### config.mk
export PLATFORM = sky130hd
export DESIGN_NAME = gpgpu_kernel_launcher
export DESIGN_NICKNAME = d
export VERILOG_FILES = /design/src/rtl/gpgpu_kernel_launcher.sv
export SDC_FILE = /design/constraint.sdc
export NUM_CORES = 1
export LEC_CHECK = 0
export ABC_AREA = 1
export CAP_MARGIN = 0
export CORE_AREA = 2 2 231 233
export CTS_BUF_LIST = sky130_fd_sc_hd__clkbuf_16
export DETAILED_ROUTE_END_ITERATION = 16
export DIE_AREA = 0 0 233 235
export GPL_ROUTABILITY_DRIVEN = 0
export GPL_TIMING_DRIVEN = 0
export SYNTH_ARGS = -nofsm -noshare
export SYNTH_HDL_FRONTEND = slang
export SYNTH_SLANG_ARGS = --single-unit
### constraint.sdc
create_clock -name clk -period 3.2 [get_ports clk]
set_input_delay 0.48 -clock clk [delete_from_list [all_inputs] [get_ports clk]]
set_output_delay 0.48 -clock clk [all_outputs]
set_load 0.01 [all_outputs]
### src/rtl/gpgpu_kernel_launcher.sv
// ============================================================================
// gpgpu_kernel_launcher
// ----------------------------------------------------------------------------
// Host-side kernel launcher that sits directly upstream of the GPGPU host port.
// It accepts one kernel descriptor, expands it into num_wg sequential workgroup
// requests with ids wg_base, wg_base+1, ... (mod 2^WGID_W), collects the
// workgroup-done responses, and pulses done_o once every issued workgroup has
// retired. At most MAX_INFLIGHT workgroups may be issued but not yet retired.
//
// Optional feature macro: LAUNCHER_PERF_EN
//   defined   -> 32-bit saturating kernel cycle counter on perf_cycles_o
//   undefined -> perf_cycles_o tied to 0
//
// Ports
//   clk, rst           clock, synchronous active-high reset
//   launch_valid_i     kernel launch request
//   launch_ready_o     launcher idle and able to accept a kernel
//   launch_num_wg_i    workgroup count (0 allowed, up to 2^WGID_W)
//   launch_wg_base_i   id of the first workgroup
//   launch_desc_i      packed descriptor, latched on accept
//   host_req_valid_o   workgroup request valid
//   host_req_ready_i   GPU accepts the workgroup
//   host_req_wg_id_o   wg_base + issue index (mod 2^WGID_W)
//   host_req_desc_o    latched descriptor, constant for the whole kernel
//   host_rsp_valid_i   workgroup done
//   host_rsp_ready_o   launcher accepts the done response
//   host_rsp_wg_id_i   id of the finished workgroup
//   done_o             one-cycle pulse when the kernel completes
//   err_o              sticky flag: unexpected or out-of-range response
//   perf_cycles_o      cycles spent in ISSUE+DRAIN for the last kernel
// ============================================================================
module gpgpu_kernel_launcher #(
    parameter int WGID_W       = 8,
    parameter int DESC_W       = 256,
    parameter int MAX_INFLIGHT = 16
) (
    input  logic              clk,
    input  logic              rst,
    input  logic              launch_valid_i,
    output logic              launch_ready_o,
    input  logic [WGID_W:0]   launch_num_wg_i,
    input  logic [WGID_W-1:0] launch_wg_base_i,
    input  logic [DESC_W-1:0] launch_desc_i,
    output logic              host_req_valid_o,
    input  logic              host_req_ready_i,
    output logic [WGID_W-1:0] host_req_wg_id_o,
    output logic [DESC_W-1:0] host_req_desc_o,
    input  logic              host_rsp_valid_i,
    output logic              host_rsp_ready_o,
    input  logic [WGID_W-1:0] host_rsp_wg_id_i,
    output logic              done_o,
    output logic              err_o,
    output logic [31:0]       perf_cycles_o
);

    typedef enum logic [1:0] {
        IDLE  = 2'd0,
        ISSUE = 2'd1,
        DRAIN = 2'd2,
        DONE  = 2'd3
    } state_t;

    // Counters are one bit wider than the id so a full 2^WGID_W kernel fits.
    localparam logic [WGID_W:0] CNT_ONE        = (WGID_W+1)'(1);
    localparam logic [WGID_W:0] INFLIGHT_LIMIT = (WGID_W+1)'(MAX_INFLIGHT);

    state_t              state;
    state_t              state_nx;
    logic [WGID_W:0]     num_wg;
    logic [WGID_W-1:0]   wg_base;
    logic [DESC_W-1:0]   desc;
    logic [WGID_W:0]     issued;
    logic [WGID_W:0]     retired;
    logic [WGID_W:0]     issued_nx;
    logic [WGID_W:0]     retired_nx;
    logic [WGID_W:0]     inflight_nx;
    logic [WGID_W-1:0]   rsp_offset;
    logic                rsp_bad;
    logic                launch_fire;
    logic                req_fire;
    logic                rsp_fire;
    logic                req_valid_q;
    logic                launch_ready_q;
    logic                rsp_ready_q;
    logic                done_q;
    logic                err_q;

    assign launch_fire = launch_valid_i & launch_ready_q;
    assign req_fire    = req_valid_q & host_req_ready_i;
    assign rsp_fire    = host_rsp_valid_i & rsp_ready_q;

    // Response check: the id must fall inside [wg_base, wg_base+issued) taken
    // modulo 2^WGID_W, and a response with nothing outstanding is always bad.
    assign rsp_offset  = host_rsp_wg_id_i - wg_base;
    assign rsp_bad     = ({1'b0, rsp_offset} >= issued) || (retired == issued);

    // Next-state and next-counter values. The registered handshake outputs are
    // derived from these so that a fire in this cycle is already reflected in
    // the valid/ready presented next cycle.
    always_comb begin
        state_nx   = state;
        issued_nx  = issued + (req_fire ? CNT_ONE : '0);
        retired_nx = retired + (rsp_fire ? CNT_ONE : '0);
        case (state)
            IDLE: begin
                if (launch_fire) begin
                    issued_nx  = '0;
                    retired_nx = '0;
                    state_nx   = (launch_num_wg_i == '0) ? DONE : ISSUE;
                end
            end
            ISSUE: begin
                if (req_fire && (issued == num_wg - CNT_ONE)) begin
                    state_nx = DRAIN;
                end
            end
            DRAIN: begin
                if (retired_nx >= num_wg) begin
                    state_nx = DONE;
                end
            end
            DONE: begin
                state_nx = IDLE;
            end
            default: begin
                state_nx = IDLE;
            end
        endcase
    end

    // Same-cycle issue and retire cancel out in the inflight count.
    assign inflight_nx = issued_nx - retired_nx;

    // Main FSM register plus all registered outputs and the latched kernel.
    always_ff @(posedge clk) begin
        if (rst) begin
            state          <= IDLE;
            num_wg         <= '0;
            wg_base        <= '0;
            desc           <= '0;
            issued         <= '0;
            retired        <= '0;
            req_valid_q    <= 1'b0;
            launch_ready_q <= 1'b1;
            rsp_ready_q    <= 1'b0;
            done_q         <= 1'b0;
            err_q          <= 1'b0;
        end else begin
            state   <= state_nx;
            issued  <= issued_nx;
            retired <= retired_nx;
            if (launch_fire) begin
                num_wg  <= launch_num_wg_i;
                wg_base <= launch_wg_base_i;
                desc    <= launch_desc_i;
            end
            req_valid_q    <= (state_nx == ISSUE) && (inflight_nx < INFLIGHT_LIMIT);
            launch_ready_q <= (state_nx == IDLE);
            rsp_ready_q    <= (state_nx == ISSUE) || (state_nx == DRAIN);
            done_q         <= (state_nx == DONE);
            if (rsp_fire && rsp_bad) begin
                err_q <= 1'b1;
            end
        end
    end

    assign launch_ready_o   = launch_ready_q;
    assign host_req_valid_o = req_valid_q;
    assign host_req_wg_id_o = wg_base + issued[WGID_W-1:0];
    assign host_req_desc_o  = desc;
    assign host_rsp_ready_o = rsp_ready_q;
    assign done_o           = done_q;
    assign err_o            = err_q;

`ifdef LAUNCHER_PERF_EN
    logic [31:0] perf_cnt;

    // Kernel cycle counter: restarts on launch, counts ISSUE+DRAIN cycles,
    // saturates, and naturally holds its final value through DONE and IDLE.
    always_ff @(posedge clk) begin
        if (rst) begin
            perf_cnt <= '0;
        end else if (launch_fire) begin
            perf_cnt <= '0;
        end else if (((state == ISSUE) || (state == DRAIN)) && (perf_cnt != 32'hFFFF_FFFF)) begin
            perf_cnt <= perf_cnt + 32'd1;
        end
    end

    assign perf_cycles_o = perf_cnt;
`else
    assign perf_cycles_o = '0;
`endif

endmodule

==> results.yml <==
synthesis:
  synth.top_cell.area_share_pct: 47.8
  ys_warn_count: 0
  synth_area_leaders: "dfxtp_1 48%, nor2_1 17%, o21ai_0 11%, ha_1 4.4%, nand2_1 2.8%"
  syn-mean-instance-area_um2: 7.52
  synth_seq_cells: 298
  yosysTopAreaCell: "dfxtp_1"
  seq_area_frac_synth_pct: 47.8
  synth_area_um2: 12500
  syn_inst: 1660
  yosysUniqueCellTypes: 39
final_layout:
  ff_latch_area_um2: 5980
  mostFrequentLayoutCell: "nor2_1"
  final_cell_mix: "552 x nor2_1, 550 x clkdlybuf4s50_1, 294 x dfxtp_1"
  final_core_util_pct: 39.0
  nFillCells: 5299
  layout-drive-gt1-share_pct: 6.53
  multi_input_area_um2: 5870
  synthToLayoutAreaGrowth_pct: 63.1
  design_area_um2: 20400
  nets: 2620
timing:
  relSlewSlack_pct: 38.3
  hold_violations: 0
  max_freq_ghz: 0.322
  setup_viol: 0
  fin_crit_ns: 3.11
  finClkSkew_ns: 0.0125
  worst_slew_pin_slew_ns: 0.925
  fin_crit_sh_pct: 97.2
  report.final.slew_viol_count: 0
global_routing:
  grt-ovfl-total: 0
  grt_pass1_vias: 12950
  grt_pass1_wl_mm: 75.9
  gr-usage-all-layers_pct: 17.9
  antenna_found_initial: 2
  grt_max_degree: 13
setup_path:
  endpoint: "host_rsp_ready_o"
  cp-end-kind: "flip-flop"
  r2r_start: "host_rsp_ready_o"
  cp.buffers_inverters: 8
  crit_start: "host_rsp_valid_i"
  crit_fanout: 4
  crit_required_ns: 3.60
  ff2ff_path_depth: 22
  cp.depth: 23
  cp_top_family: "buffers and inverters"
  max_stage_delay_ns: 0.46
  r2r-end: "host_rsp_ready_o"
  r2r_slack_ns: 0.17
  timing_worst_setup_path_type: "in -> reg"
  start_kind: "primary input"
  slowest_stage: "clkdlybuf4s50_1"
  cp.arrival_ns: 3.51
  path_cells: "clkdlybuf4s50_1, nand2_1, inv_2, ha_4, ha_4, nand3_4, inv_4, nand3_4, xor2_2, inv_2, ha_4, a21oi_2, nor2_1, a211oi_2, nand2_2, a21oi_4, nand2_2, buf_6, buf_4, inv_2, ha_1, inv_1, nor2_1"
placed_design:
  hpwl_mm: 40.5
  placed_area_um2: 19000
  port_buffers: 553
routing:
  wirelength_mm: 51.0
  antenna_left: 0
  drc_errors: 0
  num_vias: 13109
  via_per_inst: 4.37
  drt_iter0_drc: 639
  wl_per_cell_um: 17.0
  dr.pass1.iters: 5
floorplanning:
  fp.dieArea_um2: 54800
  die_w_um: 233
  io_pins: 587
  die_y_um: 235
  num_rows: 84
  initial_core_util_pct: 23.9
  core_area_um2: 52200
run:
  cap_violations: 0
clock_network:
  path_clk_slew_ns: 0.06
  cts_root_buffer: "clkbuf_16"
  ctsHtreeMaxLevel: 2
  cts_buffers: 37
  clock_sinks: 298
  clock_path_buffers: 3
  cts_tree: "done"
  worstSkewPairLatency_ns: 0.54
pwr:
  cellPowerDensity_nw_per_um2: 517
  p_leak_nw: 8.40
  vdd_drop_max_uv: 373
min_path:
  hp-class: "reg -> reg"
run_status:
  outcome: "complete, no violations"
==> flip-flops by register name (all words and copies together) (netlist names), 2 cells and up <==
| register | count |
|---|---|
| issued | 9 |
| state | 2 |
| host_req_desc_o | 256 |
| num_wg | 9 |
| retired | 9 |
| wg_base | 8 |
==> Yosys cell counts <==
cell type / n
a211oi_1: 1
a21boi_0: 1
a21o_1: 2
a21oi_1: 41
a21oi_2: 1
a31oi_1: 2
buf_1: 3
buf_2: 5
buf_4: 34
clkbuf_1: 89
clkbuf_2: 2
clkinv_2: 1
conb_1: 1
dfxtp_1: 298
fa_1: 2
ha_1: 44
inv_1: 77
inv_4: 1
nand2_1: 94
nand2_2: 5
nand2_4: 4
nand3_1: 23
nand3_2: 5
nand3b_1: 1
nand4_1: 13
nor2_1: 553
nor2_2: 3
nor2_4: 1
nor3_1: 14
nor3_2: 1
nor4_1: 8
o211ai_1: 1
o21ai_0: 281
o21ai_1: 2
o21ai_2: 2
o21bai_1: 3
or2_2: 2
xnor2_1: 13
xor2_1: 26
==> metal layers <==
metal / part of all wire [%] / global-route usage [%]
met5: 0.047 / 0
met1: 41 / 21.0
met2: 49 / 31.2
met3: 8.0 / 5.56
met4: 2.1 / 5.08
==> area by class of cell <==
cell class / instances / share of cell area, %
antenna: 1 / 0.0123
buffer: 133 / 3.14
clock buffer: 39 / 4.79
clock inverter: 26 / 0.854
inverter: 79 / 1.49
multi-input combinational: 1181 / 28.8
sequential: 298 / 29.3
tap: 688 / 4.22
timing repair buffer: 558 / 27.4
==> power by group <==
group | switching [W] | internal (W)
clock network | 0.00164 | 0.00236
registers | 0.000188 | 0.00403
logic | 0.00114 | 0.00118
total | 0.00296 | 0.00757
==> what timing repair did <==
item,in CTS,in global routing
endpoints found under the setup margin,4,6
hold buffers,0,0
resized for setup,18,32
buffers inserted,2,3
pin swaps,2,9
==> worst reg2reg max path, stage by stage, from the launching register on <==
cell and delay, ns:
dfxtp_1 0.32, nand2_1 0.06, inv_2 0.07, ha_4 0.16, ha_4 0.16, nand3_4 0.10, inv_4 0.08, nand3_4 0.07
xor2_2 0.15, inv_2 0.08, ha_4 0.25, a21oi_2 0.12, nor2_1 0.06, a211oi_2 0.24, nand2_2 0.11, a21oi_4 0.16
nand2_2 0.11, buf_6 0.13, buf_4 0.13, inv_2 0.04, ha_1 0.21, inv_1 0.06, nor2_1 0.03
==> logic make-up (layout without fill, tap and decap cells) <==
family | count (synthesis) | after routing | share of synthesized area [%]
compound gates | 337 | 337 | 13.8
xor+xnor | 39 | 39 | 2.73
fa+ha+maj | 46 | 46 | 4.73
buf+inv | 212 | 835 | 7.49
flops | 298 | 298 | 47.8
other cells | 1 | 33 | 0.0300
simple gates | 727 | 727 | 23.5
==> how the worst min path moves through the flow <==
stage,startpoint,end,slack (ns),cells after the start
2_1_floorplan,wg_base[3],wg_base[3],0.45,2
3_3_place_gp,err_o,err_o,0.45,2
3_5_place_dp,err_o,err_o,0.45,2
4_1_cts,rst,issued[3],0.45,2
5_1_grt,err_o,err_o,0.48,2
6_report,err_o,err_o,0.46,2
==> stage by stage <==
| stage | total power [W] | TNS, ns | hold slack, ns | std cells | setup slack [ns] |
|---|---|---|---|---|---|
| after global placement | 0.00656 | -2.19 | 0.446 | 2932 | -0.673 |
| after CTS | 0.0107 | 0 | 0.454 | 2999 | 0.0216 |
| after detailed placement | 0.00659 | -2.40 | 0.451 | 2932 | -0.708 |
| after floorplan | 0.00527 | 0 | 0.452 | 1691 | 0.285 |
| final | 0.0105 | 0 | 0.461 | 3003 | 0.0901 |
| after global routing | 0.0111 | -0.0600 | 0.483 | 3002 | -0.0437 |
Note: power is estimated with default switching activity, not from simulation.
